### config.mk
export PLATFORM = sky130hd
export DESIGN_NAME = ram_stream_reader
export DESIGN_NICKNAME = d
export VERILOG_FILES = /design/src/rtl/ram_stream_reader_pkg.sv /design/src/rtl/ram_stream_reader_skid_fifo2.sv /design/src/rtl/ram_stream_reader.sv
export SDC_FILE = /design/constraint.sdc
export NUM_CORES = 1
export LEC_CHECK = 0
export BUFFER_PORTS_ARGS = -buffer_cell sky130_fd_sc_hd__buf_2
export CAP_MARGIN = 25
export CORE_MARGIN = 1.5
export CORE_UTILIZATION = 50
export DETAILED_ROUTE_END_ITERATION = 10
export GPL_ROUTABILITY_DRIVEN = 1
export PLACE_DENSITY_LB_ADDON = 0.3
export SYNTH_ARGS = -nofsm -noshare
export SYNTH_HDL_FRONTEND = slang
export SYNTH_SLANG_ARGS = --single-unit
export TNS_END_PERCENT = 30
### constraint.sdc
create_clock -name clk -period 2.2 [get_ports clk]
set_input_delay 0.33 -clock clk [delete_from_list [all_inputs] [get_ports clk]]
set_output_delay 0.33 -clock clk [all_outputs]
set_load 0.05 [all_outputs]
### src/rtl/ram_stream_reader_pkg.sv
// Shared types and constants for the RAM stream reader.
package ram_stream_reader_pkg;

  typedef enum logic [1:0] {
    IDLE  = 2'd0,
    READ  = 2'd1,
    DRAIN = 2'd2,
    DONE  = 2'd3
  } state_t;

  // Output buffer depth; the credit logic relies on this being 2.
  localparam int FIFO_DEPTH = 2;
  // Width of an occupancy count that can represent 0..FIFO_DEPTH.
  localparam int CNT_W = $clog2(FIFO_DEPTH + 1);

endpackage

### src/rtl/ram_stream_reader_skid_fifo2.sv
// Two-entry FIFO carrying {last, data} words between RAM read data and the
// output stream. Head is presented combinationally from storage registers, so
// it stays stable while the consumer stalls.
module skid_fifo2
  import ram_stream_reader_pkg::*;
#(
  parameter int WIDTH = 9
) (
  input  logic             clk,
  input  logic             reset,
  input  logic             push,
  input  logic             pop,
  input  logic [WIDTH-1:0] push_data,
  output logic [CNT_W-1:0] count,
  output logic [WIDTH-1:0] head
);

  localparam logic [CNT_W-1:0] FULL = CNT_W'(FIFO_DEPTH);

  logic [WIDTH-1:0] mem_q [FIFO_DEPTH];
  logic             wr_ptr_q;
  logic             rd_ptr_q;
  logic [CNT_W-1:0] count_q;
  logic [CNT_W-1:0] count_d;
  logic             do_push;
  logic             do_pop;

  // Qualify push/pop against occupancy and derive the next count.
  always_comb begin
    do_pop  = pop && (count_q != '0);
    do_push = push && ((count_q != FULL) || do_pop);
    count_d = count_q;
    if (do_push && !do_pop) begin
      count_d = count_q + 1'b1;
    end else if (do_pop && !do_push) begin
      count_d = count_q - 1'b1;
    end
  end

  // Storage, pointers and count; a push into a full FIFO that pops in the same
  // cycle writes the slot being vacated.
  always_ff @(posedge clk or posedge reset) begin
    if (reset) begin
      for (int i = 0; i < FIFO_DEPTH; i++) begin
        mem_q[i] <= '0;
      end
      wr_ptr_q <= 1'b0;
      rd_ptr_q <= 1'b0;
      count_q  <= '0;
    end else begin
      if (do_push) begin
        mem_q[wr_ptr_q] <= push_data;
        wr_ptr_q        <= ~wr_ptr_q;
      end
      if (do_pop) begin
        rd_ptr_q <= ~rd_ptr_q;
      end
      count_q <= count_d;
    end
  end

  assign count = count_q;
  assign head  = mem_q[rd_ptr_q];

endmodule

### src/rtl/ram_stream_reader.sv
// Sequential RAM read engine: issues one read per cycle subject to buffer
// credit and streams returned words out with a last-beat marker.
module ram_stream_reader
  import ram_stream_reader_pkg::*;
#(
  parameter int  DATA_WIDTH = 8,
  parameter int  ADDRESSES  = 256,
  localparam int AW         = $clog2(ADDRESSES)
) (
  input  logic                  clk,
  input  logic                  reset,
  input  logic                  start,
  input  logic [AW-1:0]         base_addr,
  input  logic [AW:0]           length,
  output logic                  busy,
  output logic                  done,
  output logic [AW-1:0]         ram_addr,
  output logic                  ram_write,
  input  logic [DATA_WIDTH-1:0] ram_data_out,
  output logic [DATA_WIDTH-1:0] out_data,
  output logic                  out_valid,
  input  logic                  out_ready,
  output logic                  out_last
);

  localparam logic [AW-1:0]  LAST_ADDR = AW'(ADDRESSES - 1);
  localparam logic [CNT_W:0] OCC_MAX   = (CNT_W + 1)'(FIFO_DEPTH);

  state_t              state_q, state_d;
  logic [AW-1:0]       addr_q, addr_d;
  logic [AW:0]         remaining_q, remaining_d;
  logic                inflight_q, inflight_d;
  logic                inflight_last_q, inflight_last_d;

  logic [CNT_W-1:0]    fifo_count;
  logic [DATA_WIDTH:0] fifo_head;
  logic                fifo_push;
  logic                fifo_pop;
  logic [CNT_W:0]      occupancy;
  logic                credit;
  logic                issue;
  logic [AW-1:0]       next_addr;

  // Buffer handshakes, read credit and the wrapped next address.
  always_comb begin
    out_valid = (fifo_count != '0);
    fifo_pop  = out_valid && out_ready;
    // Data for a read issued last cycle is on ram_data_out now.
    fifo_push = inflight_q;
    occupancy = {1'b0, fifo_count} + {{CNT_W{1'b0}}, inflight_q};
    credit    = (occupancy < OCC_MAX) || ((occupancy == OCC_MAX) && fifo_pop);
    issue     = (state_q == READ) && (remaining_q != '0) && credit;
    // Explicit compare so non-power-of-two depths wrap correctly.
    next_addr = (addr_q == LAST_ADDR) ? '0 : addr_q + 1'b1;
  end

  // Next-state logic for the command FSM and its address/count registers.
  always_comb begin
    state_d         = state_q;
    addr_d          = addr_q;
    remaining_d     = remaining_q;
    inflight_d      = issue;
    inflight_last_d = issue && (remaining_q == (AW + 1)'(1));
    case (state_q)
      IDLE: begin
        if (start) begin
          if (length == '0) begin
            state_d = DONE;
          end else begin
            state_d     = READ;
            addr_d      = base_addr;
            remaining_d = length;
          end
        end
      end
      READ: begin
        if (issue) begin
          addr_d      = next_addr;
          remaining_d = remaining_q - 1'b1;
          if (remaining_q == (AW + 1)'(1)) begin
            state_d = DRAIN;
          end
        end
      end
      DRAIN: begin
        // Finish once the final word has left through the stream.
        if (!inflight_q && ((fifo_count == '0) ||
                            ((fifo_count == CNT_W'(1)) && fifo_pop))) begin
          state_d = DONE;
        end
      end
      DONE: begin
        state_d = IDLE;
      end
      default: begin
        state_d = IDLE;
      end
    endcase
  end

  // State, address, count and in-flight registers.
  always_ff @(posedge clk or posedge reset) begin
    if (reset) begin
      state_q         <= IDLE;
      addr_q          <= '0;
      remaining_q     <= '0;
      inflight_q      <= 1'b0;
      inflight_last_q <= 1'b0;
    end else begin
      state_q         <= state_d;
      addr_q          <= addr_d;
      remaining_q     <= remaining_d;
      inflight_q      <= inflight_d;
      inflight_last_q <= inflight_last_d;
    end
  end

  skid_fifo2 #(
    .WIDTH(DATA_WIDTH + 1)
  ) u_fifo (
    .clk      (clk),
    .reset    (reset),
    .push     (fifo_push),
    .pop      (fifo_pop),
    .push_data({inflight_last_q, ram_data_out}),
    .count    (fifo_count),
    .head     (fifo_head)
  );

  assign busy      = (state_q != IDLE);
  assign done      = (state_q == DONE);
  assign ram_addr  = addr_q;
  assign ram_write = 1'b0;
  assign out_data  = fifo_head[DATA_WIDTH-1:0];
  assign out_last  = fifo_head[DATA_WIDTH];

endmodule

==> summary.md <==
| Metric | Value |
|---|---|
| Outcome | `completed` |
| Pre-CTS setup slack | `0.00482 ns` |
| Slew Viols, Final | `0` |
| Die width | `73.4 µm` |
| Cell area after synthesis | `2480 µm²` |
| CP dominant cell by count | `ha_1` |
| Commonest cells after routing, fill and taps aside | `buf_2 (48), dfrtp_1 (43), mux2_2 (28)` |
| First-pass GRT wire length | `8.82 mm` |
| CTS Hold Bufs | `0` |
| Area growth, synth to finish | `18.7%` |
| Critical path, cell by cell | `ha_1 -> ha_1 -> nor2_1 -> a41oi_2 -> o21a_1 -> or2_4 -> a211o_1` |
| Vias | `2018` |
| Routability cong. | `0.831` |
| Req. time, crit path | `2.39 ns` |
| Yosys top cell by area | `dfrtp_1` |
| DRT iter0 DRCs | `95` |
| Setup crit end kind | `flip-flop` |
| Drt drc | `0` |
| First-pass detailed-route iteration total | `4` |
| DR WL/cell | `14.7 µm` |
| Num ports | `50` |
| Unique masters post-synth | `44` |
| Total track usage | `21.3%` |
| Period Utilization, post-route | `94.9%` |
| Htree depth | `2` |
| Fmax | `0.479 GHz` |
| Clk slew on worst S/H paths | `0.08 ns` |
| CTS buffer count | `5` |
| Worst path max stage delay | `0.42 ns` |
| Top cells by area, synth | `dfrtp_1 (43%), mux2_2 (13%), ha_1 (8.1%), o21ai_0 (3.0%), a2bb2oi_1 (2.8%)` |
| Post-Syn Nets | `287` |
| Asr flop ratio synth | `100%` |
| CP startpoint kind | `flip-flop` |
| Tightest Pin Transition | `0.549 ns` |
| Die height | `73.4 µm` |
| Placement Rows | `25` |
| Arrival @ worst endpoint | `2.28 ns` |
| CP max stage cell | `dfrtp_1` |
| Setup skew after layout | `0.00377 ns` |
| Period minus WS final | `2.09 ns` |
| Crit path kind | `flip-flop to flip-flop` |
| Root Buffer Master | `clkbuf_8` |
| TritonCTS clock tree | `yes` |
| Critical path fanouts, max | `9` |
| Antenna Nets Post-Route | `0` |
| Path category of the worst min-delay check | `primary input to asynchronous set/reset pin` |
| DR vias/cell | `5.59` |
| Max transition margin | `63.4%` |
| Top_reg_cell synth | `dfrtp_1` |
| Synth top area share | `43.4%` |
| Sequential area share after synthesis | `43.4%` |
| Largest net degree at the start of global routing | `44` |
| Filler instances | `428` |
| Multi-input gate area in the final layout | `1300 µm²` |
| Non-Filler Cell Area, Final | `2950 µm²` |
| Die area | `5390 µm²` |
| Final #Nets | `338` |
| Antenna Diode Count | `0` |
| DRT Wirelength | `5.30 mm` |
| Yosys warns | `0` |
| Port buffer count | `48` |
| Detailed placer's ending HPWL | `3.77 mm` |
| Commonest non-fill, non-tap cell in the layout | `buf_2` |
| Core area | `4750 µm²` |
| Initial Utilization | `52.2%` |
| Reg area | `1080 µm²` |
| Kind of cell adding the most delay to the critical path | `compound AO/OA/AOI/OAI gates` |
| Vias in the first global route | `1943` |
| Fin. Hold Viols | `0` |
| Dpl cell area | `2820 µm²` |
| CTS sink count | `43` |
| Total congestion overflow | `0` |
| PnR worst setup slack | `0.112 ns` |
| Setup Buffers After CTS | `0` |
| Cells after Synth | `242` |
| Final setup viols | `0` |
| Buffers plus inverters on the worst setup path | `0` |
| EDFF count, synth | `0` |
| Layout cell share with drive strength beyond 1 | `33.7%` |
| Syn_area_per_cell | `10.3 µm²` |
| Antenna violations before repair | `0` |
| Clock Path Buffers | `2` |
| Worst-Skew Late Latency | `0.30 ns` |
| Max Cap Viol | `0` |
| Seq cells post-synth | `43` |
registers in the layout, summed over array words and instances (netlist names):
register,cells
fifo_push,1
inflight_last_q,1
ram_addr,8
remaining_q,9
state_q,2
u_fifo.count,2
u_fifo.mem_q,18
u_fifo.rd_ptr_q,1
u_fifo.wr_ptr_q,1
Yosys cell counts, drive strengths merged, types with 2 or more instances:
master,number
nand3,9
a21oi,4
and3,3
o22a,2
a211oi,4
nand2,13
nor3,13
o22ai,4
a21boi,2
dfrtp,43
o21ai,15
xnor2,2
ha,16
a2bb2oi,8
buf,7
nor2,17
o31ai,4
mux2,28
xor2,2
a31oi,3
nor2b,3
inv,14
mux2i,3
clkbuf,6
nor4,2
stage by stage:
| step | std cells | TNS, ns | util, % | hold WS (ns) |
|---|---|---|---|---|
| final | 361 | 0 | 61.9 | 0.160 |
| after global routing | 361 | -0.0101 | 61.9 | 0.214 |
| after CTS | 361 | 0 | 61.7 | 0.176 |
| after detailed placement | 353 | 0 | 59.2 | 0.484 |
| after global placement | 353 | 0 | 59.2 | 0.477 |
| after floorplan | 242 | 0 | - | 0.463 |
layer usage:
layer	GRT usage, %	routed length, µm	part of all wire [%]	vias up
li1	-	-	-	981
met1	27.9	2360	44	973
met2	34.2	2590	49	56
met3	5.21	281	5.3	8
met4	7.82	72	1.4	0
met5	0	0	0	-
layout make-up:
cell class / instances / share of cell area [%]
clock inverter: 3 / 1.49
timing repair buffer: 57 / 10.9
sequential: 43 / 36.5
inverter: 14 / 1.91
clock buffer: 5 / 2.34
multi-input combinational: 172 / 44.0
tap: 67 / 2.85
cell families after synthesis:
group | share of synthesized area [%]
and+or+nand+nor | 12.8
other | 0.151
buffers and inverters | 5.04
DFF | 43.4
muxes | 13.9
AOI/OAI and AO/OA | 15.3
xor gates and xnor gates | 1.41
adders and majority gates | 8.07
path summary, 6_finish.rpt:
kind	from	to	slack [ns]	cells past startpoint
worst min-delay path	reset	u_fifo.mem_q[13]$_DFFE_PP0P_	0.16	3
min in group clk	ram_data_out[2]	u_fifo.mem_q[2]$_DFFE_PP0P_	0.27	2
worst min register to register	u_fifo.wr_ptr_q$_DFFE_PP0N_	u_fifo.wr_ptr_q$_DFFE_PP0N_	0.49	1
worst max register to register	u_fifo.count[0]$_DFFE_PP0P_	remaining_q[8]$_DFFE_PP0P_	0.11	7
worst max-delay path	u_fifo.count[0]$_DFFE_PP0P_	remaining_q[8]$_DFFE_PP0P_	0.11	7
max in group asynchronous	reset	u_fifo.mem_q[0]$_DFFE_PP0P_	1.66	3
worst min-delay path: stages:
cell and delay (ns):
buf_2 0.09, inv_1 0.05, buf_4 0.45
what timing repair did:
item                                    4_1_cts  5_1_grt
resized for setup                             1        3
endpoints found under the setup margin        2       29
pin swaps                                     0        0
cloned                                        0        0
Power is left out: the tool's default activity adds up to more than one toggle a clock period on the data nets, which glitch-free logic cannot reach.
